## src/rtl/spi_adc_responder_pkg.sv

```systemverilog
`default_nettype none
// ============================================================================
//  Module   : spi_adc_pkg
//  Purpose  : Shared constants and state encoding for the SPI ADC responder.
//             Holds the default frame geometry, the synchronizer depth and
//             the explicitly sized state codes used by the responder FSM.
//  Revision : 1.0 - initial release
// ============================================================================
package spi_adc_pkg;

    // Default frame geometry
    localparam int c_CMD_BITS   = 8;
    localparam int c_DATA_BITS  = 12;
    localparam int c_NULL_BITS  = 1;

    // Flop stages between an asynchronous pin and its first use
    localparam int c_SYNC_DEPTH = 2;

    // Responder state encoding
    localparam int c_STATE_W = 3;
    typedef logic [c_STATE_W-1:0] state_t;

    localparam state_t c_ST_IDLE = 3'd0;
    localparam state_t c_ST_CMD  = 3'd1;
    localparam state_t c_ST_NULL = 3'd2;
    localparam state_t c_ST_DATA = 3'd3;
    localparam state_t c_ST_DONE = 3'd4;

    // Largest of three integers; used to size the shared bit counter
    function automatic int max3(input int a, input int b, input int c);
        int m;
        m = (a > b) ? a : b;
        return (m > c) ? m : c;
    endfunction

endpackage
`default_nettype wire

```

## src/rtl/spi_adc_responder_if.sv

```systemverilog
`default_nettype none
// ============================================================================
//  Module   : spi_adc_responder_if
//  Purpose  : SPI pin bundle between an SPI master and the ADC responder.
//  Signals  : cs_i      - chip select, active low (master -> responder)
//             dclk_i    - SPI clock, idle low     (master -> responder)
//             mosi_i    - command data            (master -> responder)
//             miso_o    - sample data             (responder -> master)
//             miso_en_o - MISO pad drive enable   (responder -> master/pad)
//  Revision : 1.0 - initial release
// ============================================================================
interface spi_adc_responder_if;

    logic cs_i;
    logic dclk_i;
    logic mosi_i;
    logic miso_o;
    logic miso_en_o;

    modport master (
        output cs_i,
        output dclk_i,
        output mosi_i,
        input  miso_o,
        input  miso_en_o
    );

    modport slave (
        input  cs_i,
        input  dclk_i,
        input  mosi_i,
        output miso_o,
        output miso_en_o
    );

endinterface
`default_nettype wire

```

## src/rtl/spi_adc_responder_sync_edge.sv

```systemverilog
`default_nettype none
// ============================================================================
//  Module   : spi_sync_edge
//  Purpose  : Multi-flop synchronizer for one asynchronous input followed by
//             an edge register, giving a clean level plus single-cycle rise
//             and fall pulses in the clk domain.
//  Ports    : clk      - system clock
//             rst      - synchronous active-high reset
//             i_async  - asynchronous input pin
//             o_level  - synchronized level
//             o_rise   - one-cycle pulse on a synchronized 0->1 transition
//             o_fall   - one-cycle pulse on a synchronized 1->0 transition
//  Revision : 1.0 - initial release
// ============================================================================
module spi_sync_edge #(
    parameter int   DEPTH     = 2,
    parameter logic RESET_VAL = 1'b0
) (
    input  wire logic clk,
    input  wire logic rst,
    input  wire logic i_async,
    output logic      o_level,
    output logic      o_rise,
    output logic      o_fall
);

    logic [DEPTH-1:0] r_sync;
    logic             r_prev;

    // Reset loads the idle level everywhere so no edge is seen out of reset
    always_ff @(posedge clk) begin
        if (rst) begin
            r_sync <= {DEPTH{RESET_VAL}};
            r_prev <= RESET_VAL;
        end else begin
            r_sync <= {r_sync[DEPTH-2:0], i_async};
            r_prev <= r_sync[DEPTH-1];
        end
    end

    assign o_level = r_sync[DEPTH-1];
    assign o_rise  =  r_sync[DEPTH-1] & ~r_prev;
    assign o_fall  = ~r_sync[DEPTH-1] &  r_prev;

endmodule
`default_nettype wire

```

## src/rtl/spi_adc_responder.sv

```systemverilog
`default_nettype none
// ============================================================================
//  Module   : spi_adc_responder
//  Purpose  : SPI mode-0 slave emulating the ADC side of a command/read link.
//             Shifts in a CMD_BITS command on MOSI, then drives NULL_BITS
//             zero bits followed by a DATA_BITS sample (MSB first) on MISO.
//             All SPI pins are oversampled by clk_i; nothing runs on dclk.
//  Ports    : clk_i       - system clock
//             rst_i       - synchronous active-high reset
//             spi         - SPI pin bundle (slave modport)
//             data_i      - sample to return, captured when the command ends
//             cmd_o       - last complete command
//             cmd_valid_o - one-cycle pulse when cmd_o updates
//             done_o      - one-cycle pulse when the master samples the LSB
//             abort_o     - one-cycle pulse when cs rises mid-frame
//  Revision : 1.0 - initial release
// ============================================================================
module spi_adc_responder
    import spi_adc_pkg::*;
#(
    parameter int CMD_BITS  = c_CMD_BITS,
    parameter int DATA_BITS = c_DATA_BITS,
    parameter int NULL_BITS = c_NULL_BITS
) (
    input  wire logic                 clk_i,
    input  wire logic                 rst_i,
    spi_adc_responder_if.slave        spi,
    input  wire logic [DATA_BITS-1:0] data_i,
    output logic      [CMD_BITS-1:0]  cmd_o,
    output logic                      cmd_valid_o,
    output logic                      done_o,
    output logic                      abort_o
);

    localparam int c_CNT_W = $clog2(max3(CMD_BITS, DATA_BITS, NULL_BITS) + 1);

    localparam logic [c_CNT_W-1:0] c_CMD_CNT  = c_CNT_W'(CMD_BITS);
    localparam logic [c_CNT_W-1:0] c_DATA_CNT = c_CNT_W'(DATA_BITS);
    localparam logic [c_CNT_W-1:0] c_NULL_CNT = c_CNT_W'(NULL_BITS);
    localparam logic [c_CNT_W-1:0] c_CNT_ONE  = c_CNT_W'(1);

    // ------------------------------------------------------------------
    // Input synchronization
    // ------------------------------------------------------------------
    logic w_cs_level, w_cs_rise, w_cs_fall;
    logic w_unused_dclk_level, w_dclk_rise, w_dclk_fall;
    logic [c_SYNC_DEPTH-1:0] r_mosi_sync;
    logic w_mosi;

    spi_sync_edge #(
        .DEPTH     (c_SYNC_DEPTH),
        .RESET_VAL (1'b1)
    ) u_cs_sync (
        .clk     (clk_i),
        .rst     (rst_i),
        .i_async (spi.cs_i),
        .o_level (w_cs_level),
        .o_rise  (w_cs_rise),
        .o_fall  (w_cs_fall)
    );

    spi_sync_edge #(
        .DEPTH     (c_SYNC_DEPTH),
        .RESET_VAL (1'b0)
    ) u_dclk_sync (
        .clk     (clk_i),
        .rst     (rst_i),
        .i_async (spi.dclk_i),
        .o_level (w_unused_dclk_level),
        .o_rise  (w_dclk_rise),
        .o_fall  (w_dclk_fall)
    );

    // MOSI has the same depth as dclk so the sampled bit lines up with
    // the detected rise.
    always_ff @(posedge clk_i) begin
        if (rst_i) begin
            r_mosi_sync <= '0;
        end else begin
            r_mosi_sync <= {r_mosi_sync[c_SYNC_DEPTH-2:0], spi.mosi_i};
        end
    end

    assign w_mosi = r_mosi_sync[c_SYNC_DEPTH-1];

    // ------------------------------------------------------------------
    // Frame arming: the cs synchronizer comes out of reset holding "high",
    // so a pin that is already low would look like a fresh fall. A frame
    // is only accepted once a genuine high level has been observed after
    // the synchronizer has flushed its reset contents.
    // ------------------------------------------------------------------
    logic [c_SYNC_DEPTH-1:0] r_flush;
    logic                    r_armed;

    always_ff @(posedge clk_i) begin
        if (rst_i) begin
            r_flush <= '0;
            r_armed <= 1'b0;
        end else begin
            r_flush <= {r_flush[c_SYNC_DEPTH-2:0], 1'b1};
            if (r_flush[c_SYNC_DEPTH-1] && w_cs_level) begin
                r_armed <= 1'b1;
            end
        end
    end

    // ------------------------------------------------------------------
    // Responder FSM and datapath
    // ------------------------------------------------------------------
    state_t                 r_state,     w_state;
    logic [c_CNT_W-1:0]     r_cnt,       w_cnt;
    logic [CMD_BITS-1:0]    r_shift_in,  w_shift_in;
    logic [DATA_BITS-1:0]   r_shift_out, w_shift_out;
    logic [CMD_BITS-1:0]    r_cmd,       w_cmd;
    logic                   r_cmd_valid, w_cmd_valid;
    logic                   r_done,      w_done;
    logic                   r_abort,     w_abort;
    logic                   r_miso,      w_miso;
    logic                   r_miso_en,   w_miso_en;
    logic [CMD_BITS-1:0]    w_cmd_next;
    logic [c_CNT_W-1:0]     w_cnt_inc;

    always_ff @(posedge clk_i) begin
        if (rst_i) begin
            r_state     <= c_ST_IDLE;
            r_cnt       <= '0;
            r_shift_in  <= '0;
            r_shift_out <= '0;
            r_cmd       <= '0;
            r_cmd_valid <= 1'b0;
            r_done      <= 1'b0;
            r_abort     <= 1'b0;
            r_miso      <= 1'b0;
            r_miso_en   <= 1'b0;
        end else begin
            r_state     <= w_state;
            r_cnt       <= w_cnt;
            r_shift_in  <= w_shift_in;
            r_shift_out <= w_shift_out;
            r_cmd       <= w_cmd;
            r_cmd_valid <= w_cmd_valid;
            r_done      <= w_done;
            r_abort     <= w_abort;
            r_miso      <= w_miso;
            r_miso_en   <= w_miso_en;
        end
    end

    always_comb begin
        w_state     = r_state;
        w_cnt       = r_cnt;
        w_shift_in  = r_shift_in;
        w_shift_out = r_shift_out;
        w_cmd       = r_cmd;
        w_cmd_valid = 1'b0;
        w_done      = 1'b0;
        w_abort     = 1'b0;
        w_miso      = r_miso;
        w_miso_en   = r_miso_en;
        w_cmd_next  = {r_shift_in[CMD_BITS-2:0], w_mosi};
        w_cnt_inc   = r_cnt + c_CNT_ONE;

        // cs rise outranks any dclk edge in the same cycle
        if ((r_state != c_ST_IDLE) && w_cs_rise) begin
            w_state   = c_ST_IDLE;
            w_miso    = 1'b0;
            w_miso_en = 1'b0;
            w_abort   = (r_state != c_ST_DONE);
        end else begin
            case (r_state)
                c_ST_IDLE: begin
                    w_miso    = 1'b0;
                    w_miso_en = 1'b0;
                    if (w_cs_fall && r_armed) begin
                        w_state    = c_ST_CMD;
                        w_cnt      = '0;
                        w_shift_in = '0;
                        w_miso_en  = 1'b1;
                    end
                end

                c_ST_CMD: begin
                    if (w_dclk_rise) begin
                        w_shift_in = w_cmd_next;
                        w_cnt      = w_cnt_inc;
                        if (w_cnt_inc == c_CMD_CNT) begin
                            w_cmd       = w_cmd_next;
                            w_cmd_valid = 1'b1;
                            w_shift_out = data_i;
                            w_cnt       = '0;
                            w_state     = c_ST_NULL;
                        end
                    end
                end

                c_ST_NULL: begin
                    if (w_dclk_fall) begin
                        if (r_cnt < c_NULL_CNT) begin
                            w_miso = 1'b0;
                            w_cnt  = w_cnt_inc;
                        end else begin
                            // Counter now tracks data bits already driven
                            w_miso      = r_shift_out[DATA_BITS-1];
                            w_shift_out = {r_shift_out[DATA_BITS-2:0], 1'b0};
                            w_cnt       = c_CNT_ONE;
                            w_state     = c_ST_DATA;
                        end
                    end
                end

                c_ST_DATA: begin
                    if (w_dclk_rise && (r_cnt == c_DATA_CNT)) begin
                        // Master has just sampled the LSB
                        w_done  = 1'b1;
                        w_miso  = 1'b0;
                        w_state = c_ST_DONE;
                    end else if (w_dclk_fall && (r_cnt < c_DATA_CNT)) begin
                        w_miso      = r_shift_out[DATA_BITS-1];
                        w_shift_out = {r_shift_out[DATA_BITS-2:0], 1'b0};
                        w_cnt       = w_cnt_inc;
                    end
                end

                c_ST_DONE: begin
                    w_miso = 1'b0;
                end

                default: begin
                    w_state   = c_ST_IDLE;
                    w_miso    = 1'b0;
                    w_miso_en = 1'b0;
                end
            endcase
        end
    end

    assign spi.miso_o    = r_miso;
    assign spi.miso_en_o = r_miso_en;
    assign cmd_o         = r_cmd;
    assign cmd_valid_o   = r_cmd_valid;
    assign done_o        = r_done;
    assign abort_o       = r_abort;

endmodule
`default_nettype wire

```

## src/flat_wrapper.sv

```systemverilog
// flat-port wrapper written by rule: the top's interface ports become plain ports
module spi_adc_responder_flat import spi_adc_pkg::*;
#(
    parameter int CMD_BITS  = c_CMD_BITS,
    parameter int DATA_BITS = c_DATA_BITS,
    parameter int NULL_BITS = c_NULL_BITS
)
  (clk_i, rst_i, data_i, cmd_o, cmd_valid_o, done_o, abort_o, spi_cs_i, spi_dclk_i, spi_mosi_i, spi_miso_o, spi_miso_en_o);
  spi_adc_responder_if spi_i ();
  input  wire logic clk_i;
  input  wire logic rst_i;
  input  wire logic [DATA_BITS-1:0] data_i;
  output logic      [CMD_BITS-1:0] cmd_o;
  output logic cmd_valid_o;
  output logic done_o;
  output logic abort_o;
  input wire logic [$bits(spi_i.cs_i)-1:0] spi_cs_i;
  input wire logic [$bits(spi_i.dclk_i)-1:0] spi_dclk_i;
  input wire logic [$bits(spi_i.mosi_i)-1:0] spi_mosi_i;
  output wire logic [$bits(spi_i.miso_o)-1:0] spi_miso_o;
  output wire logic [$bits(spi_i.miso_en_o)-1:0] spi_miso_en_o;
  assign spi_i.cs_i = spi_cs_i;
  assign spi_i.dclk_i = spi_dclk_i;
  assign spi_i.mosi_i = spi_mosi_i;
  assign spi_miso_o = spi_i.miso_o;
  assign spi_miso_en_o = spi_i.miso_en_o;
  spi_adc_responder #(.CMD_BITS(CMD_BITS), .DATA_BITS(DATA_BITS), .NULL_BITS(NULL_BITS)) u_core (.clk_i(clk_i), .rst_i(rst_i), .spi(spi_i), .data_i(data_i), .cmd_o(cmd_o), .cmd_valid_o(cmd_valid_o), .done_o(done_o), .abort_o(abort_o));
endmodule
```

## config.mk

```make
export PLATFORM = sky130hd
export DESIGN_NAME = spi_adc_responder_flat
export DESIGN_NICKNAME = d
export VERILOG_FILES = /design/src/rtl/spi_adc_responder_pkg.sv /design/src/rtl/spi_adc_responder_if.sv /design/src/rtl/spi_adc_responder_sync_edge.sv /design/src/rtl/spi_adc_responder.sv /design/src/flat_wrapper.sv
export SDC_FILE = /design/constraint.sdc
export NUM_CORES = 1
export LEC_CHECK = 0
export CAP_MARGIN = 20
export CORE_UTILIZATION = 30
export CTS_CLUSTER_SIZE = 8
export DETAILED_ROUTE_END_ITERATION = 6
export HOLD_SLACK_MARGIN = 0.1
export SKIP_CTS_REPAIR_TIMING = 1
export SYNTH_ARGS = -nofsm -noshare
export SYNTH_HDL_FRONTEND = slang
export SYNTH_SLANG_ARGS = --single-unit
```

## constraint.sdc

```tcl
create_clock -name clk_i -period 1.7 [get_ports clk_i]
set_clock_uncertainty 0.05 [all_clocks]
set_input_delay 0.51 -clock clk_i [delete_from_list [all_inputs] [get_ports clk_i]]
set_output_delay 0.51 -clock clk_i [all_outputs]
set_load 0.005 [all_outputs]
```

### After elaboration in Yosys (flattened, before gate mapping)

Index checks and enable logic that the tools add are counted.

| operators by class | value |
|---|---|
| muxes and demuxes | 35 |
| order comparisons | 2 |
| bitwise logic cells | 13 |
| eq/ne operators | 16 |
| reduce and logical (&&, ||, !) cells | 21 |
| add/sub/neg operators | 1 |

Operator list:

| cell | count |
|---|---|
| two-way mux 12 bit | 6 |
| case mux 12 bit (3 select lines) | 1 |
| two-way mux 4 bit | 7 |
| two-way mux 3 bit | 6 |
| case mux 4 bit (4 select lines) | 1 |
| case mux 3 bit (5 select lines) | 1 |
| two-way mux 7 bit | 2 |
| case mux 7 bit (2 select lines) | 1 |
| AND reduction 7 bit | 2 |
| != test 2 x 1 -> 1 bit, second input constant | 6 |
| NOT 1 bit | 9 |
| == test 4 bit, second input constant | 2 |
| two-way mux 1 bit | 8 |
| AND reduction 4 bit | 2 |
| AND reduction 8 bit | 1 |
| OR reduction 4 bit | 2 |
| == test 3 x 2 -> 1 bit, second input constant | 2 |
| nonzero test 3 bit | 2 |
| logical AND 1 bit | 5 |
| adder 4 x 1 -> 4 bit, second input constant | 1 |
| AND 1 bit | 4 |
| less-than comparator 4 x 1 -> 1 bit, second input constant | 1 |
| less-than comparator 4 bit, second input constant | 1 |
| != test 2 bit, second input constant | 2 |
| other kinds (12) | 13 |

| storage, ports and cells | value |
|---|---|
| logic and storage cells | 106 |
| output and inout port bits | 13 |
| register bits after elaboration | 50 |
| input bits | 17 |

### Logic depth before layout (Yosys ltp)

Gate-level depths: netlist of run 1.

| depth | value |
|---|---|
| word-level depth | 6 |
| depth in mapped cells | 9 |
| mapped depth without buffers | 7 |

### Hierarchy

Synthesis of run 1 repeated with hierarchy kept, for this count alone.

| unflattened totals | value |
|---|---|
| cell total of the unflattened synthesis | 278 |
| area, all modules | 2358.5 um^2 |

Modules (own cells, without submodules):

| module | instances | cells each | seq. area each (um^2) | area an instance (um^2) |
|---|---|---|---|---|
| spi_adc_responder | 1 | 262 | 880.8 | 2174.6 |
| spi_sync_edge (u_core.u_cs_sync) | 1 | 8 | 60.1 | 92.6 |
| spi_sync_edge (u_core.u_dclk_sync) | 1 | 8 | 60.1 | 91.3 |

### Worst setup path after synthesis of run 1

Ideal clock, no wire load.

| timing path | value |
|---|---|
| path type | register to register |
| start | register u_core.r_cnt[0] |
| end | register u_core.r_cnt[3] |
| path buffers | 0 |
| period minus slack after synthesis | 1.896 ns |
| setup time | 0.079 ns |
| arrival | 1.767 ns |
| path slack | -0.196 ns |
| required time | 1.571 ns |
| cell stages (with the launch flop) | 8 |
| path through | dfxtp_1 inv_1 ha_1 nor3b_4 a21oi_1 or3_4 or4_1 o211ai_1 |

| on the way | value |
|---|---|
| cells in the longest elaborated chain, start to end | 5 |
| elaborated cells on any way between the ends | 17 |
| classes of those cells | add/sub: 1; order compare: 2; eq/ne: 4; mux: 7; reduce/logical: 3 |

Ends and longest elaborated chain:

| item | RTL line | source |
|---|---|---|
| start, declared | spi_adc_responder.sv:111 | `logic [c_CNT_W-1:0] r_cnt, w_cnt;` |
| start signal, assigned | spi_adc_responder.sv:137 | `r_cnt <= w_cnt;` |
| adder 4 x 1 -> 4 bit | spi_adc_responder.sv:161 | `w_cnt_inc = r_cnt + c_CNT_ONE;` |
| == test 4 bit | spi_adc_responder.sv:186 | `if (w_cnt_inc == c_CMD_CNT) begin` |
| two-way mux 4 bit | spi_adc_responder.sv:186 |  |
| two-way mux 4 bit | spi_adc_responder.sv:183 | `if (w_dclk_rise) begin` |
| case mux 4 bit (4 select lines) | spi_adc_responder.sv:170 | `case (r_state)` |

Parallel ways exist; a longest one is shown, timed or not. The select of a mux whose other input is x is not followed.
A chain may end at the register's enable or synchronous reset.

### Worst setup path in the final report of run 1

| timing path | value |
|---|---|
| start | register u_core.r_cnt[1] |
| end | register u_core.r_cnt[3] |

Same word-level chain as after synthesis.

==> reports/metrics.cfg, run 1 <==
[outcome]
status = finished, violations left
violations = negative setup slack

[power]
switching_share = 0.2467
peakVddDrop_mv = 0.3877
p_switching_mw = 0.5363
clockPowerShare = 0.345
power.total_mw = 2.174
internal_power_mw = 1.638
combPwrFrac = 0.106
power_density_nw_per_um2 = 644.0
p_seq_frac = 0.549
p_leak_nw = 1.528

[routing]
vias_per_cell = 4.928
drc_errors = 0
ant_nets = 0
num_vias = 1986
drt_iter0_drc = 102
wire_per_inst_um = 13.48
dr.pass1.iters = 4
routed_wl_um = 5433

[finish]
fin_nets = 324
postLayoutCoreUtil = 0.4629
drive_gt1_frac = 0.3816
multi_input_area_sq_um = 1386
layout.cells.non_filler = 403
n_antenna_cell = 0
seq_area_sq_um = 1021
num-fill-cells = 733
area_delta_synth_final_pct = 48.57
design_area_sq_um = 3376

[min_path]
hp-start = u_core.u_cs_sync.r_sync[0]
hold_path_depth = 1
hold_end = u_core.u_cs_sync.r_sync[1]
hold_path_class = reg2reg

[synth]
synthCells = 241
synth_seq_cells = 50
avgSynthCellArea_sq_um = 9.428
ys_warn_count = 0
yosysTopAreaCell = dfxtp_1
synth_common_cells = dfxtp_1, nor2_1, a21oi_1
yosysMostFrequentCell = dfxtp_1
synth_edf_count = 0
ys_async_sr_fraction = 0
synth_flop_cell = dfxtp_1
yosysTopAreaCellShare = 0.4405
syn_area_sq_um = 2272
ys_top_cells_by_area = dfxtp_1, mux2i_1, a21oi_1
ys_types = 46
seq_area_frac_synth = 0.4405
synth_nets = 262

[timing]
fin_tns_setup_ns = -1.704
rsz0062_at_grt = yes
setup_viol = 23
relSlewSlack = 0.7570
finalHoldViolCount = 0
hold_ws_ns = 0.3773
drv_slew = 0
max_freq_mhz = 549.5
tightest_slew_ns = 0.3631
min_period_ns = 1.820
final.setup.worst_slack_ns = -0.1198
period_share = 1.070

[die]
die_w_um = 89.03
initial_core_util = 0.3116
fp.coreArea_sq_um = 7292
row_count = 31
num_io_pins = 30
dieArea_sq_um = 7926
dieHeight_um = 89.03

[critical_path]
path_buf_inv = 1
slowest_delay_ns = 0.40
critPathTopFamily = simple AND/OR/NAND/NOR gates
start_kind = flip-flop
critical_path_required_ns = 1.88
path_class = reg2reg
cp-end-kind = flip-flop
critPathMaxFanout = 4
crit_chain = inv_4 -> ha_4 -> nor3b_4 -> a21oi_2 -> or3_4 -> or4_1 -> o211ai_1
r2r_slack_ns = -0.12
crit_slowest_cell = or4_1
rr_startpoint = u_core.r_cnt[1]
r2r_end = u_core.r_cnt[3]
r2r_cells = 7
arrival_ns = 2.00

[placed_design]
placed_cells = 392
hpwl_um = 3730
globalplace.congestion = 0.8892
dp_worst_setup_slack_ns = -0.1970
postPlaceCellArea_sq_um = 2957
port_buffers = 29

[clock_network]
cts_buffer_depth = 2
cts.htree.levels = 2
cts_tree = yes
clk-insertion-delay-late_ns = 0.31
clk_pin_slew_ns = 0.09
cts-buffers-inserted = 5
clockRootBuffer = clkbuf_8
clkSinkCount = 50

[global_route]
grt_pass1_vias = 1807
grt_max_degree = 24
antenna_found_initial = 0
grt_first_pass_wirelength_um = 8749
track_usage = 0.1423
grt.overflow.total = 0

[job]
max-cap-violations = 0

[worst max path at each step]
stage / startpoint / to / slack, ns / cells past startpoint
after floorplan: u_core.r_cnt[0] / u_core.r_cnt[3] / -0.08 / 7
after global placement: rst_i / u_core.r_cnt[3] / -0.18 / 4
after detailed placement: rst_i / u_core.r_cnt[3] / -0.20 / 4
after CTS: u_core.r_cnt[3] / u_core.r_cnt[0] / -0.17 / 5
after global routing: u_core.r_cnt[1] / u_core.r_cnt[3] / -0.20 / 7
final: u_core.r_cnt[1] / u_core.r_cnt[3] / -0.12 / 7
[flip-flops by register name, indices dropped and copies added (netlist names)]
name	flops
u_core.r_shift_out	12
u_core.cmd_o	8
u_core.r_shift_in	7
u_core.r_cnt	4
u_core.r_state	3
u_core.r_flush	2
u_core.r_mosi_sync	2
u_core.u_cs_sync.r_sync	2
u_core.u_dclk_sync.r_sync	2
u_core.abort_o	1
u_core.cmd_valid_o	1
u_core.done_o	1
u_core.r_armed	1
u_core.spi.miso_en_o	1
u_core.spi.miso_o	1
u_core.u_cs_sync.r_prev	1
u_core.u_dclk_sync.r_prev	1
[layout by cell type (no fill, tap or decap), drive strengths merged, types with 3 or more instances in the layout]
master | Yosys | layout
a21oi | 22 | 22
a22oi | 8 | 8
a311oi | 11 | 11
buf | 13 | 44
clkbuf | 6 | 7
clkdlybuf4s50 | 0 | 16
dfxtp | 50 | 50
dlymetal6s2s | 0 | 13
ha | 4 | 4
inv | 6 | 7
mux2i | 20 | 20
nand2 | 6 | 6
nand2b | 3 | 3
nand3 | 6 | 6
nand3b | 3 | 3
nor2 | 26 | 26
nor2b | 10 | 10
nor3 | 5 | 5
nor3b | 5 | 5
o21ai | 6 | 6
or2 | 3 | 3
or3 | 3 | 3
[routing by layer]
metal,vias up,track usage,wire length (um)
met3,5,0.03416,174
li1,998,-,-
met2,33,0.2133,2446
met5,-,0,0
met1,950,0.2038,2758
met4,0,0.03896,54
[final cells by class]
type / instances / area share
Multi-Input combinational cell: 166 / 0.4107
Sequential cell: 50 / 0.3024
Timing Repair Buffer: 74 / 0.2128
Tap cell: 99 / 0.03669
Clock buffer: 6 / 0.02446
Inverter: 6 / 0.008154
Clock inverter: 2 / 0.004818
[power by group through the flow]
stage / clock [mW] / combinational (mW) / sequential, mW
CTS: 0.781 / 0.208 / 1.19
global placement: 0 / 0.206 / 1.22
floorplan: 0 / 0.105 / 1.22
detailed placement: 0 / 0.207 / 1.22
finish: 0.749 / 0.230 / 1.19
global route: 0.835 / 0.251 / 1.20
[worst register-to-register path, cell delays in order, from the launching register on]
cell,delay [ns]
dfxtp_4,0.37
inv_4,0.06
ha_4,0.12
nor3b_4,0.20
a21oi_2,0.09
or3_4,0.37
or4_1,0.40
o211ai_1,0.09
[logic make-up after synthesis]
family          synth area share
simple gates              0.2131
compound gates            0.1762
flops                     0.4405
buf+inv                  0.06002
mux                      0.08810
fa+ha+maj                0.02203
Note: power is estimated with default switching activity, not from simulation.
==> run 2: changes to the inputs <==
SLEW_MARGIN = 10   (was unset)
==> results of run 2 <==
Same layout as run 1: the final DEF is identical, and so are final timing and power.
==> run 3: changes to the inputs <==
REMOVE_ABC_BUFFERS = 1   (was unset)
==> run 3 against run 2 <==
The flow still finishes with violations (negative setup slack). Power rose by 4.5%. Wire length grew 2.5%. Register-to-register slack got worse by 0.03 ns. Via count increased by 0.45%. Die area stayed put. Global-route usage fell by 0.79 points. Maximum frequency is 1.4% lower. Critical path type unchanged. Largest cell class unchanged.
==> reports/metrics.cfg, run 3 (synthesis results as in run 1) <==
[timing]
rsz0062_at_grt = yes
period_share = 1.086  ; +0.01548
drv_slew = 0  ; unchanged
setup_viol = 25  ; +8.7%
hold_ws_ns = 0.3669  ; -0.01039 ns
final.setup.worst_slack_ns = -0.1461  ; -0.02631 ns
tightest_slew_ns = 0.3855  ; +0.02245 ns
relSlewSlack = 0.7424  ; -0.01463
finalHoldViolCount = 0  ; unchanged
max_freq_mhz = 541.7  ; -1.4%
min_period_ns = 1.846  ; +0.02631 ns

[power]
power_density_nw_per_um2 = 663.4  ; +3.0%
p_leak_nw = 1.537  ; +0.62%
peakVddDrop_mv = 0.3847  ; -0.78%

[finish]
final_cell_mix = dfxtp_1, buf_4, nor2_1, mux2i_1, clkdlybuf4s50_1
final_common_cell = dfxtp_1
fin_nets = 323  ; -0.31%
area_delta_synth_final_pct = 50.66
n_antenna_cell = 0  ; unchanged
design_area_sq_um = 3423  ; +1.4%
drive_gt1_frac = 0.3795  ; -0.002041
largest_reg_flops = 12  ; unchanged
largest_register = u_core.r_shift_out

[die]
dieHeight_um = 89.03  ; unchanged
num_io_pins = 30  ; unchanged
dieArea_sq_um = 7926  ; unchanged
initial_core_util = 0.3116  ; unchanged
die_w_um = 89.03  ; unchanged
fp.coreArea_sq_um = 7292  ; unchanged
row_count = 31  ; unchanged

[critical_path]
arrival_ns = 1.98  ; -0.02 ns
rr_startpoint = u_core.r_cnt[1]
critPathMaxFanout = 6  ; +2
cp-end-kind = flip-flop
critical_path_required_ns = 1.83  ; -0.05 ns
cp-startpoint = u_core.r_cnt[1]
start_kind = flip-flop
path_class = reg2reg

[min_path]
hold_path_class = reg2reg
hp-start = u_core.u_cs_sync.r_sync[0]

[global_route]
grt_first_pass_wirelength_um = 8252  ; -5.7%
grt.overflow.total = 0  ; unchanged
antenna_found_initial = 0  ; unchanged
grt_pass1_vias = 1741  ; -3.7%
track_usage = 0.1344  ; -0.007901
grt_max_degree = 30  ; +25%

[clock_network]
cts_tree = yes
clk_pin_slew_ns = 0.09  ; about the same
cts_buffer_depth = 2  ; unchanged
clockRootBuffer = clkbuf_8
cts.htree.levels = 2  ; unchanged
clkSinkCount = 50  ; unchanged
clk-insertion-delay-late_ns = 0.30  ; about the same
cts-buffers-inserted = 5  ; unchanged

[routing]
num_vias = 1995  ; +0.45%
wire_per_inst_um = 13.85  ; +2.7%
drc_errors = 0  ; unchanged
drt_iter0_drc = 55  ; -46%
vias_per_cell = 4.963  ; +0.70%
ant_nets = 0  ; unchanged
routed_wl_um = 5568  ; +2.5%
dr.pass1.iters = 4  ; unchanged

[outcome]
violations = negative setup slack
status = finished, violations left

[job]
max-cap-violations = 0  ; unchanged

[placed_design]
hpwl_um = 3596  ; -3.6%
port_buffers = 29  ; unchanged
postPlaceCellArea_sq_um = 2883  ; -2.5%
globalplace.congestion = 0.8412  ; -5.4%

[run 3: layout make-up]
class / instances / area, sq um
flip-flops and latches: 50 / 1022
multi-input cells: 166 / 1381
fillers: 696 / 3869
repair buffers: 73 / 763.2
inverters: 6 / 22.52
clock buffers: 6 / 72.57
clock inverters: 2 / 37.54
well taps: 99 / 123.9
[run 3: stage by stage]
stage               instances  setup TNS [ns]  worst slack (ns)  total power, mW    util
floorplan                 222          -10.36           -0.6473            1.304       -
global placement          388          -6.350           -0.3595            1.424  0.3953
detailed placement        388          -6.742           -0.3646            1.427  0.3953
CTS                       396          -5.634           -0.3000            2.261  0.4104
global route              402          -3.863           -0.2098            2.357  0.4695
finish                    402          -2.039           -0.1461            2.271  0.4695
[run 3: critical path, cell delays in order, from the launching register on]
cell       delay, ns
dfxtp_4         0.37
buf_6           0.13
ha_4            0.16
and4bb_2        0.26
or3_4           0.40
clkbuf_16       0.19
a21oi_2         0.13
a311oi_2        0.05
[run 3: power breakdown]
part           total (mW)  internal [mW]  switching [mW]
combinational       0.235          0.126           0.109
sequential           1.20           1.19          0.0172
clock               0.833          0.439           0.393
total                2.27           1.75           0.519
[run 3: worst paths after layout]
| check | cells past startpoint | slack [ns] | endpoint |
|---|---|---|---|
| worst max-delay path | 7 | -0.15 | u_core.r_shift_out[2] |
| worst min-delay path | 1 | 0.37 | u_core.u_cs_sync.r_sync[1] |
| worst max register to register | 7 | -0.15 | u_core.r_shift_out[2] |
| worst min register to register | 1 | 0.37 | u_core.u_cs_sync.r_sync[1] |
[run 3: per-layer routing]
layer	vias up	routed length [um]	global-route usage
li1	993	-	-
met1	961	2649	0.1837
met2	33	2674	0.2098
met3	8	152	0.02585
met4	0	90	0.05195
met5	-	0	0
